## config.mk

```make
export PLATFORM = sky130hd
export DESIGN_NAME = gtf_qpll_supervisor
export DESIGN_NICKNAME = d
export VERILOG_FILES = /design/src/rtl/gtf_qpll_supervisor.sv
export SDC_FILE = /design/constraint.sdc
export NUM_CORES = 1
export LEC_CHECK = 0
export ABC_AREA = 1
export CAP_MARGIN = 20
export CORE_MARGIN = 5
export CORE_UTILIZATION = 40
export DETAILED_ROUTE_END_ITERATION = 6
export GPL_TIMING_DRIVEN = 0
export MAX_ROUTING_LAYER = met4
export SYNTH_ARGS = -nofsm -noshare
export SYNTH_HDL_FRONTEND = slang
export SYNTH_SLANG_ARGS = --single-unit
```

## constraint.sdc

```tcl
create_clock -name gtf_cm_drpclk -period 3.22 [get_ports gtf_cm_drpclk]
set_clock_uncertainty 0.1 [all_clocks]
set_input_delay 0.644 -clock gtf_cm_drpclk [delete_from_list [all_inputs] [get_ports gtf_cm_drpclk]]
set_output_delay 0.644 -clock gtf_cm_drpclk [all_outputs]
set_load 0.01 [all_outputs]
```

## src/rtl/gtf_qpll_supervisor.sv

```systemverilog
// gtf_qpll_supervisor: power-up, reset and lock supervisor for GTF QPLLs.
// One shared clock, one independent sequencer per PLL.
module gtf_qpll_supervisor #(
  parameter int NUM_PLL      = 2,
  parameter int RST_CYCLES   = 64,
  parameter int LOCK_TIMEOUT = 65536,
  parameter int LOCK_FILTER  = 16,
  parameter int MAX_RETRY    = 3
) (
  input  logic                   gtf_cm_drpclk,
  input  logic                   gtf_cm_reset,
  input  logic [NUM_PLL-1:0]     pll_enable,
  input  logic [NUM_PLL-1:0]     qpll_lock,
  input  logic [NUM_PLL-1:0]     qpll_refclklost,
  output logic [NUM_PLL-1:0]     qpll_pd,
  output logic [NUM_PLL-1:0]     qpll_reset,
  output logic [NUM_PLL-1:0]     qpll_locken,
  output logic [NUM_PLL-1:0]     pll_ready,
  output logic [NUM_PLL-1:0]     pll_fail,
  output logic [3*NUM_PLL-1:0]   pll_state,
  output logic [8*NUM_PLL-1:0]   lock_loss_cnt
);

  localparam int TMAX = (RST_CYCLES > LOCK_TIMEOUT) ?
                        RST_CYCLES : LOCK_TIMEOUT;
  localparam int TW = $clog2(TMAX) + 1;
  localparam int FW = $clog2(LOCK_FILTER) + 1;
  localparam int RW = $clog2(MAX_RETRY) + 1;

  typedef enum logic [2:0] {
    ST_OFF   = 3'd0,
    ST_PDREL = 3'd1,
    ST_LWAIT = 3'd2,
    ST_READY = 3'd3,
    ST_HOLD  = 3'd4,
    ST_FAIL  = 3'd5
  } st_e;

  logic [NUM_PLL-1:0] lock_s1_q, lock_s2_q;
  logic [NUM_PLL-1:0] rcl_s1_q, rcl_s2_q;

  // Two-flop synchronisers for the asynchronous PLL status inputs
  always_ff @(posedge gtf_cm_drpclk) begin
    if (gtf_cm_reset) begin
      lock_s1_q <= '0;
      lock_s2_q <= '0;
      rcl_s1_q  <= '0;
      rcl_s2_q  <= '0;
    end else begin
      lock_s1_q <= qpll_lock;
      lock_s2_q <= lock_s1_q;
      rcl_s1_q  <= qpll_refclklost;
      rcl_s2_q  <= rcl_s1_q;
    end
  end

  for (genvar g = 0; g < NUM_PLL; g++) begin : g_pll
    st_e           state_q, state_d;
    logic [TW-1:0] tmr_q, tmr_d;
    logic [FW-1:0] flt_q, flt_d;
    logic [RW-1:0] rty_q, rty_d;
    logic [7:0]    llc_q, llc_d;
    logic          pd_q, rs_q, le_q, rd_q, fl_q;
    logic          pd_d, rs_d, le_d, rd_d, fl_d;
    logic          en, lk, rc;

    assign en = pll_enable[g];
    assign lk = lock_s2_q[g];
    assign rc = rcl_s2_q[g];

    // Next-state, timer, lock filter, retry and lock-loss bookkeeping
    always_comb begin
      state_d = state_q;
      tmr_d   = tmr_q;
      flt_d   = flt_q;
      rty_d   = rty_q;
      llc_d   = llc_q;
      if (!en) begin
        state_d = ST_OFF;
        tmr_d   = '0;
        flt_d   = '0;
        rty_d   = '0;
      end else begin
        unique case (state_q)
          ST_OFF: begin
            state_d = ST_PDREL;
            tmr_d   = '0;
            flt_d   = '0;
          end
          ST_PDREL: begin
            if (rc) begin
              state_d = ST_HOLD;
              tmr_d   = '0;
              flt_d   = '0;
            end else if (tmr_q == TW'(RST_CYCLES - 1)) begin
              state_d = ST_LWAIT;
              tmr_d   = '0;
              flt_d   = '0;
            end else begin
              tmr_d = tmr_q + 1'b1;
            end
          end
          ST_LWAIT: begin
            if (rc) begin
              state_d = ST_HOLD;
              tmr_d   = '0;
              flt_d   = '0;
            end else begin
              if (!lk)
                flt_d = '0;
              else if (flt_q != FW'(LOCK_FILTER))
                flt_d = flt_q + 1'b1;
              if (tmr_q != TW'(LOCK_TIMEOUT))
                tmr_d = tmr_q + 1'b1;
              // filter completion beats a coincident timeout
              if (lk && flt_q == FW'(LOCK_FILTER - 1)) begin
                state_d = ST_READY;
                rty_d   = '0;
                tmr_d   = '0;
                flt_d   = '0;
              end else if (tmr_q == TW'(LOCK_TIMEOUT - 1)) begin
                tmr_d = '0;
                flt_d = '0;
                if (rty_q < RW'(MAX_RETRY)) begin
                  rty_d   = rty_q + 1'b1;
                  state_d = ST_PDREL;
                end else begin
                  state_d = ST_FAIL;
                end
              end
            end
          end
          ST_READY: begin
            if (rc) begin
              state_d = ST_HOLD;
            end else if (!lk) begin
              state_d = ST_PDREL;
              tmr_d   = '0;
              if (llc_q != 8'hFF)
                llc_d = llc_q + 1'b1;
            end
          end
          ST_HOLD: begin
            if (!rc) begin
              state_d = ST_PDREL;
              tmr_d   = '0;
            end
          end
          ST_FAIL: begin
            state_d = ST_FAIL;
          end
          default: begin
            state_d = ST_OFF;
          end
        endcase
      end
    end

    // Decode PLL control pins from the upcoming state
    always_comb begin
      pd_d = 1'b1;
      rs_d = 1'b1;
      le_d = 1'b0;
      rd_d = 1'b0;
      fl_d = 1'b0;
      unique case (state_d)
        ST_PDREL: pd_d = 1'b0;
        ST_LWAIT: begin
          pd_d = 1'b0;
          rs_d = 1'b0;
          le_d = 1'b1;
        end
        ST_READY: begin
          pd_d = 1'b0;
          rs_d = 1'b0;
          le_d = 1'b1;
          rd_d = 1'b1;
        end
        ST_HOLD: pd_d = 1'b0;
        ST_FAIL: fl_d = 1'b1;
        default: ;
      endcase
    end

    // State, counters and registered outputs
    always_ff @(posedge gtf_cm_drpclk) begin
      if (gtf_cm_reset) begin
        state_q <= ST_OFF;
        tmr_q   <= '0;
        flt_q   <= '0;
        rty_q   <= '0;
        llc_q   <= '0;
        pd_q    <= 1'b1;
        rs_q    <= 1'b1;
        le_q    <= 1'b0;
        rd_q    <= 1'b0;
        fl_q    <= 1'b0;
      end else begin
        state_q <= state_d;
        tmr_q   <= tmr_d;
        flt_q   <= flt_d;
        rty_q   <= rty_d;
        llc_q   <= llc_d;
        pd_q    <= pd_d;
        rs_q    <= rs_d;
        le_q    <= le_d;
        rd_q    <= rd_d;
        fl_q    <= fl_d;
      end
    end

    assign qpll_pd[g]              = pd_q;
    assign qpll_reset[g]           = rs_q;
    assign qpll_locken[g]          = le_q;
    assign pll_ready[g]            = rd_q;
    assign pll_fail[g]             = fl_q;
    assign pll_state[3*g +: 3]     = state_q;
    assign lock_loss_cnt[8*g +: 8] = llc_q;
  end

endmodule

```

* Yosys cells after proc, flatten, opt, wreduce, memory -nomap -nowiden
Index checks and enable logic that the tools add are counted.
** Word-level totals
- Output and inout bits :: 32
- Input port bits :: 8
- Bits in registers :: 90
** Operators by class
- Bitwise operators :: 6
- Magnitude comparators :: 2
- Equal/unequal tests :: 44
- $add $sub $neg :: 8
- Reduce and logical (&&, ||, !) cells :: 26
- Multiplexer cells :: 74
** Operator list (number)
- 2-to-1 mux 17 bit :: 18
- one-hot mux 17 bit (5 select lines) :: 2
- 2-to-1 mux 3 bit :: 26
- 2-to-1 mux 5 bit :: 14
- one-hot mux 3 bit (6 select lines) :: 2
- adder 17 x 1 -> 17 bit (second input constant) :: 2
- equality test 17 x 16 -> 1 bit (second input constant) :: 2
- equality test 17 x 6 -> 1 bit (second input constant) :: 2
- inequality test 17 bit (second input constant) :: 2
- one-hot mux 5 bit (3 select lines) :: 2
- equality test 3 x 2 -> 1 bit (second input constant) :: 8
- equality test 3 bit (second input constant) :: 8
- inequality test 5 bit (second input constant) :: 4
- AND reduction 5 bit :: 4
- adder 8 x 1 -> 8 bit (second input constant) :: 2
- inequality test 8 bit (second input constant) :: 2
- equality test 3 x 1 -> 1 bit (second input constant) :: 4
- inequality test 2 bit (second input constant) :: 6
- inequality test 6 bit (second input constant) :: 2
- adder 5 x 1 -> 5 bit (second input constant) :: 2
- equality test 5 x 4 -> 1 bit (second input constant) :: 2
- 2-to-1 mux 1 bit :: 10
- nonzero test 5 bit :: 2
- AND reduction 4 bit :: 2
- 11 further kinds :: 30

* Longest topological paths before layout
- Depth in word-level cells :: 10
- Gate-level depth with buffers :: 21
- Mapped depth without buffers :: 20

* Least setup slack after synthesis
No wires, ideal clock.
- Kind :: register to register
- Start point :: register g_pll[1].tmr_q[0]
- End point :: register g_pll[1].tmr_q[9]
- Setup time :: 0.117 ns
- Path slack :: 0.752 ns
- Data required time :: 3.003 ns
- Data arrival time :: 2.251 ns
- Path buffers :: 1
- Cell stages (with the launch flop) :: 21
- Path through :: dfxtp_1 ha_1 inv_1 nor2_1 nand2_1 inv_1 nand2_1 inv_1 nand2_1 nor2_1 ha_1 inv_1 nand2_2 nor2_4 nand3_4 nand2_4 inv_2 nand3_2 nand2_2 buf_6 nor2_2
** On the way
- Longest elaborated chain between the ends :: 6
** RTL lines
- start: declaration :: line 59 : logic [TW-1:0] tmr_q, tmr_d;
- start signal: assignment :: line 200 : tmr_q <= tmr_d;
- adder 17 x 1 -> 17 bit :: line 100, 114
- 2-to-1 mux 17 bit :: line 113 : if (tmr_q != TW'(LOCK_TIMEOUT))
- 2-to-1 mux 17 bit :: line 121 : end else if (tmr_q == TW'(LOCK_TIMEOUT - 1)) begin
- 2-to-1 mux 17 bit :: line 116 : if (lk && flt_q == FW'(LOCK_FILTER - 1)) begin
- 2-to-1 mux 17 bit :: line 104 : if (rc) begin
- one-hot mux 17 bit (5 select lines) :: line 84 : unique case (state_q)
Parallel ways exist; a longest one is shown, timed or not. The select of a mux whose other input is x is not followed.
A chain may end at the register's enable or synchronous reset.

* Worst setup path in the final report
- Start point :: register g_pll[1].tmr_q[0]
- End point :: register g_pll[1].tmr_q[10]
The elaborated chain is that of the path after synthesis.

==> impl_metrics.env <==
export IMPL_reg2reg_to="g_pll[1].tmr_q[10]"
export IMPL_tightest_slew_ns=0.753
export IMPL_drc=0
export IMPL_cts_hold_buf=0
export IMPL_die_h_um=123
export IMPL_cts_tree="done"
export IMPL_viasPerCell=4.92
export IMPL_grt_start_max_net_pins=14
export IMPL_wl_per_cell_um=12.1
export IMPL_antenna_found_initial=0
export IMPL_port_buffers=39
export IMPL_synth_nets=782
export IMPL_critical_path_endpoint_type="flip-flop"
export IMPL_synthDistinctLibCells=40
export IMPL_num_vias=4842
export IMPL_layout_nets=834
export IMPL_grt_overflow=0
export IMPL_die_w_um=123
export IMPL_finalHoldViolations=0
export IMPL_drtPass1Iterations=5
export IMPL_hold_path_class="flip-flop to flip-flop"
export IMPL_clk_latency_ns=0.34
export IMPL_irDropWorstVdd_mv=0.404
export IMPL_crit_type="flip-flop to flip-flop"
export IMPL_placed_area_um2=5690
export IMPL_hpwl_um=9030
export IMPL_area_growth_pct=17.8
export IMPL_tns_ns=0
export IMPL_root_buffer="clkbuf_16"
export IMPL_start_util_pct=40.6
export IMPL_fin_crit_sh_pct=91.2
export IMPL_final_cell_mix="nand2_1, nor2_1, inv_1, dfxtp_1, nand3_1"
export IMPL_io_pins=40
export IMPL_totalWireLength_um=12000
export IMPL_die_area_um2=15100
export IMPL_path_clk_slew_ns=0.06
export IMPL_core_um2=12500
export IMPL_yosysSeqAreaShare_pct=35.5
export IMPL_drtAntennaViolNets=0
export IMPL_slew_violations=0
export IMPL_cp_required_ns=3.35
export IMPL_grt_pass1_vias=4532
export IMPL_clock_sinks=90
export IMPL_powerDensity_nw_per_um2=377
export IMPL_fin_crit_ns=2.94
export IMPL_rows=41
export IMPL_htreeDepth=3
export IMPL_ys_ff_latch=90
export IMPL_grt_pass1_wl_um=20700
export IMPL_start_kind="flip-flop"
export IMPL_synth_area_um2=5080
export IMPL_finalPower_mw=2.26
export IMPL_drive_above_1_share_pct=10.7
export IMPL_hold_path_endpoint="lock_s2_q[1]"
export IMPL_reg2reg_from="g_pll[1].tmr_q[0]"
export IMPL_worstPathArrival_ns=3.07
export IMPL_worstHoldStart="lock_s1_q[1]"
export IMPL_synth_area_top_cells="dfxtp_1, nand2_1, nor2_1"
export IMPL_crit_path_max_fanout=10
export IMPL_outcome="completed"
export IMPL_synth_top_cell_area_share_pct=35.5
export IMPL_diodes=0
export IMPL_worstHoldPathCells=2
export IMPL_grt_usage_pct=17.4
export IMPL_cts_buffer_depth=2
export IMPL_p_leak_nw=2.42
export IMPL_synth_cells=756
export IMPL_layout_commonest_cell="nand2_1"
export IMPL_fmax_ghz=0.341
export IMPL_place_congestion=0.895
export IMPL_fin_area_um2=5980
export IMPL_slew_headroom_pct=49.6
export IMPL_synth_area_leader_cell="dfxtp_1"
export IMPL_cts_buffers=9
export IMPL_first_iter_violations=383
export IMPL_rsz0062_at_grt="no"
export IMPL_drv_cap=0
export IMPL_regToRegSetupSlack_ns=0.28
export IMPL_worstRegToRegCells=20
export IMPL_syn_area_per_cell_um2=6.72
export IMPL_yosysWarnings=0
export IMPL_setup_viol=0
==> per-stage QoR <==
stage          setup WS (ns)  util (%)  instances  hold WS (ns)
6_report               0.284      47.8        985         0.304
2_1_floorplan          0.752         -        756         0.288
4_1_cts                0.209      47.7        983         0.303
3_3_place_gp           0.206      45.4        967         0.291
5_1_grt               0.0374      47.8        985         0.316
3_5_place_dp           0.245      45.4        967         0.295
==> cell families after synthesis <==
| logic type | share of synthesized area (%) |
|---|---|
| simple gates | 39.0 |
| buf+inv | 10.6 |
| flops | 35.5 |
| compound gates | 8.03 |
| fa+ha+maj | 4.43 |
| xor+xnor | 2.41 |
==> layout make-up <==
type	count	area (µm²)
Buffer	19	144
Sequential cell	90	1800
Clock inverter	3	40.0
Multi-Input combinational cell	542	2740
Tap cell	172	215
Fill cell	1282	6530
Inverter	105	397
Timing Repair Buffer	41	405
Clock buffer	13	240
==> synthesized netlist by cell type (all sizes together) <==
cell type,count
clkinv,3
nor3b,1
ha,18
nand2,182
o21a,3
xnor2,4
a31o,1
or2,2
dfxtp,90
xor2,10
nand3,66
o211ai,2
o21ai,25
nor3,21
and3,2
a31oi,3
nand4,25
a211oi,1
a21oi,38
nor4,2
nor2,134
clkbuf,1
a221oi,1
o21bai,1
buf,18
inv,102
==> repair_timing <==
| item | CTS | global route |
|---|---|---|
| setup buffers | 0 | 2 |
| resized for setup | 0 | 1 |
| endpoints found under the hold margin | 0 | 0 |
| endpoints found under the setup margin | 0 | 10 |
==> metal layers <==
| layer | vias to the layer above | global-route usage [%] | part of all wire [%] |
|---|---|---|---|
| li1 | 2530 | - | - |
| met1 | 2210 | 22.2 | 48 |
| met2 | 92 | 27.1 | 47 |
| met3 | 10 | 4.24 | 3.8 |
| met4 | 0 | 5.46 | 1.2 |
| met5 | - | - | 0 |
==> sequential cells by signal, indices dropped and copies added (netlist names) <==
signal and count:
g_pll.rd_q 2, g_pll.rty_q 6, g_pll.state_q 6, rcl_s2_q 2, g_pll.llc_q 16, g_pll.rs_q 2
g_pll.tmr_q 34, lock_s1_q 2, g_pll.le_q 2, lock_s2_q 2, g_pll.flt_q 10, g_pll.pd_q 2
rcl_s1_q 2, g_pll.fl_q 2
==> worst max-delay path, cell delays in order (launching register included) <==
cell     delay, ns
dfxtp_1       0.38
ha_1          0.16
inv_1         0.05
nor2_1        0.16
nand2_1       0.16
inv_1         0.11
nand2_1       0.12
inv_1         0.12
nand2_1       0.06
nor2_1        0.18
ha_2          0.25
inv_1         0.06
nand2_2       0.10
nor2_4        0.06
nand3_4       0.13
nand2_4       0.08
inv_2         0.09
nand3_2       0.12
nand2_2       0.11
buf_6         0.18
nor2_2        0.05
==> worst max-delay path by stage <==
stage | from | to | slack, ns | cells after the start
detailed placement | g_pll[1].tmr_q[0] | g_pll[1].tmr_q[5] | 0.25 | 20
finish | g_pll[1].tmr_q[0] | g_pll[1].tmr_q[10] | 0.28 | 20
floorplan | g_pll[1].tmr_q[0] | g_pll[1].tmr_q[9] | 0.75 | 20
global route | g_pll[1].tmr_q[0] | g_pll[1].tmr_q[9] | 0.04 | 20
global placement | g_pll[1].tmr_q[0] | g_pll[1].tmr_q[9] | 0.21 | 20
CTS | g_pll[1].tmr_q[0] | g_pll[1].tmr_q[9] | 0.21 | 20
==> where the power goes <==
group | switching (mW) | total (mW) | internal [mW]
logic | 0.0680 | 0.105 | 0.0374
registers | 0.00856 | 1.13 | 1.12
clock network | 0.418 | 1.02 | 0.600
(Power assumes the default switching activity.)
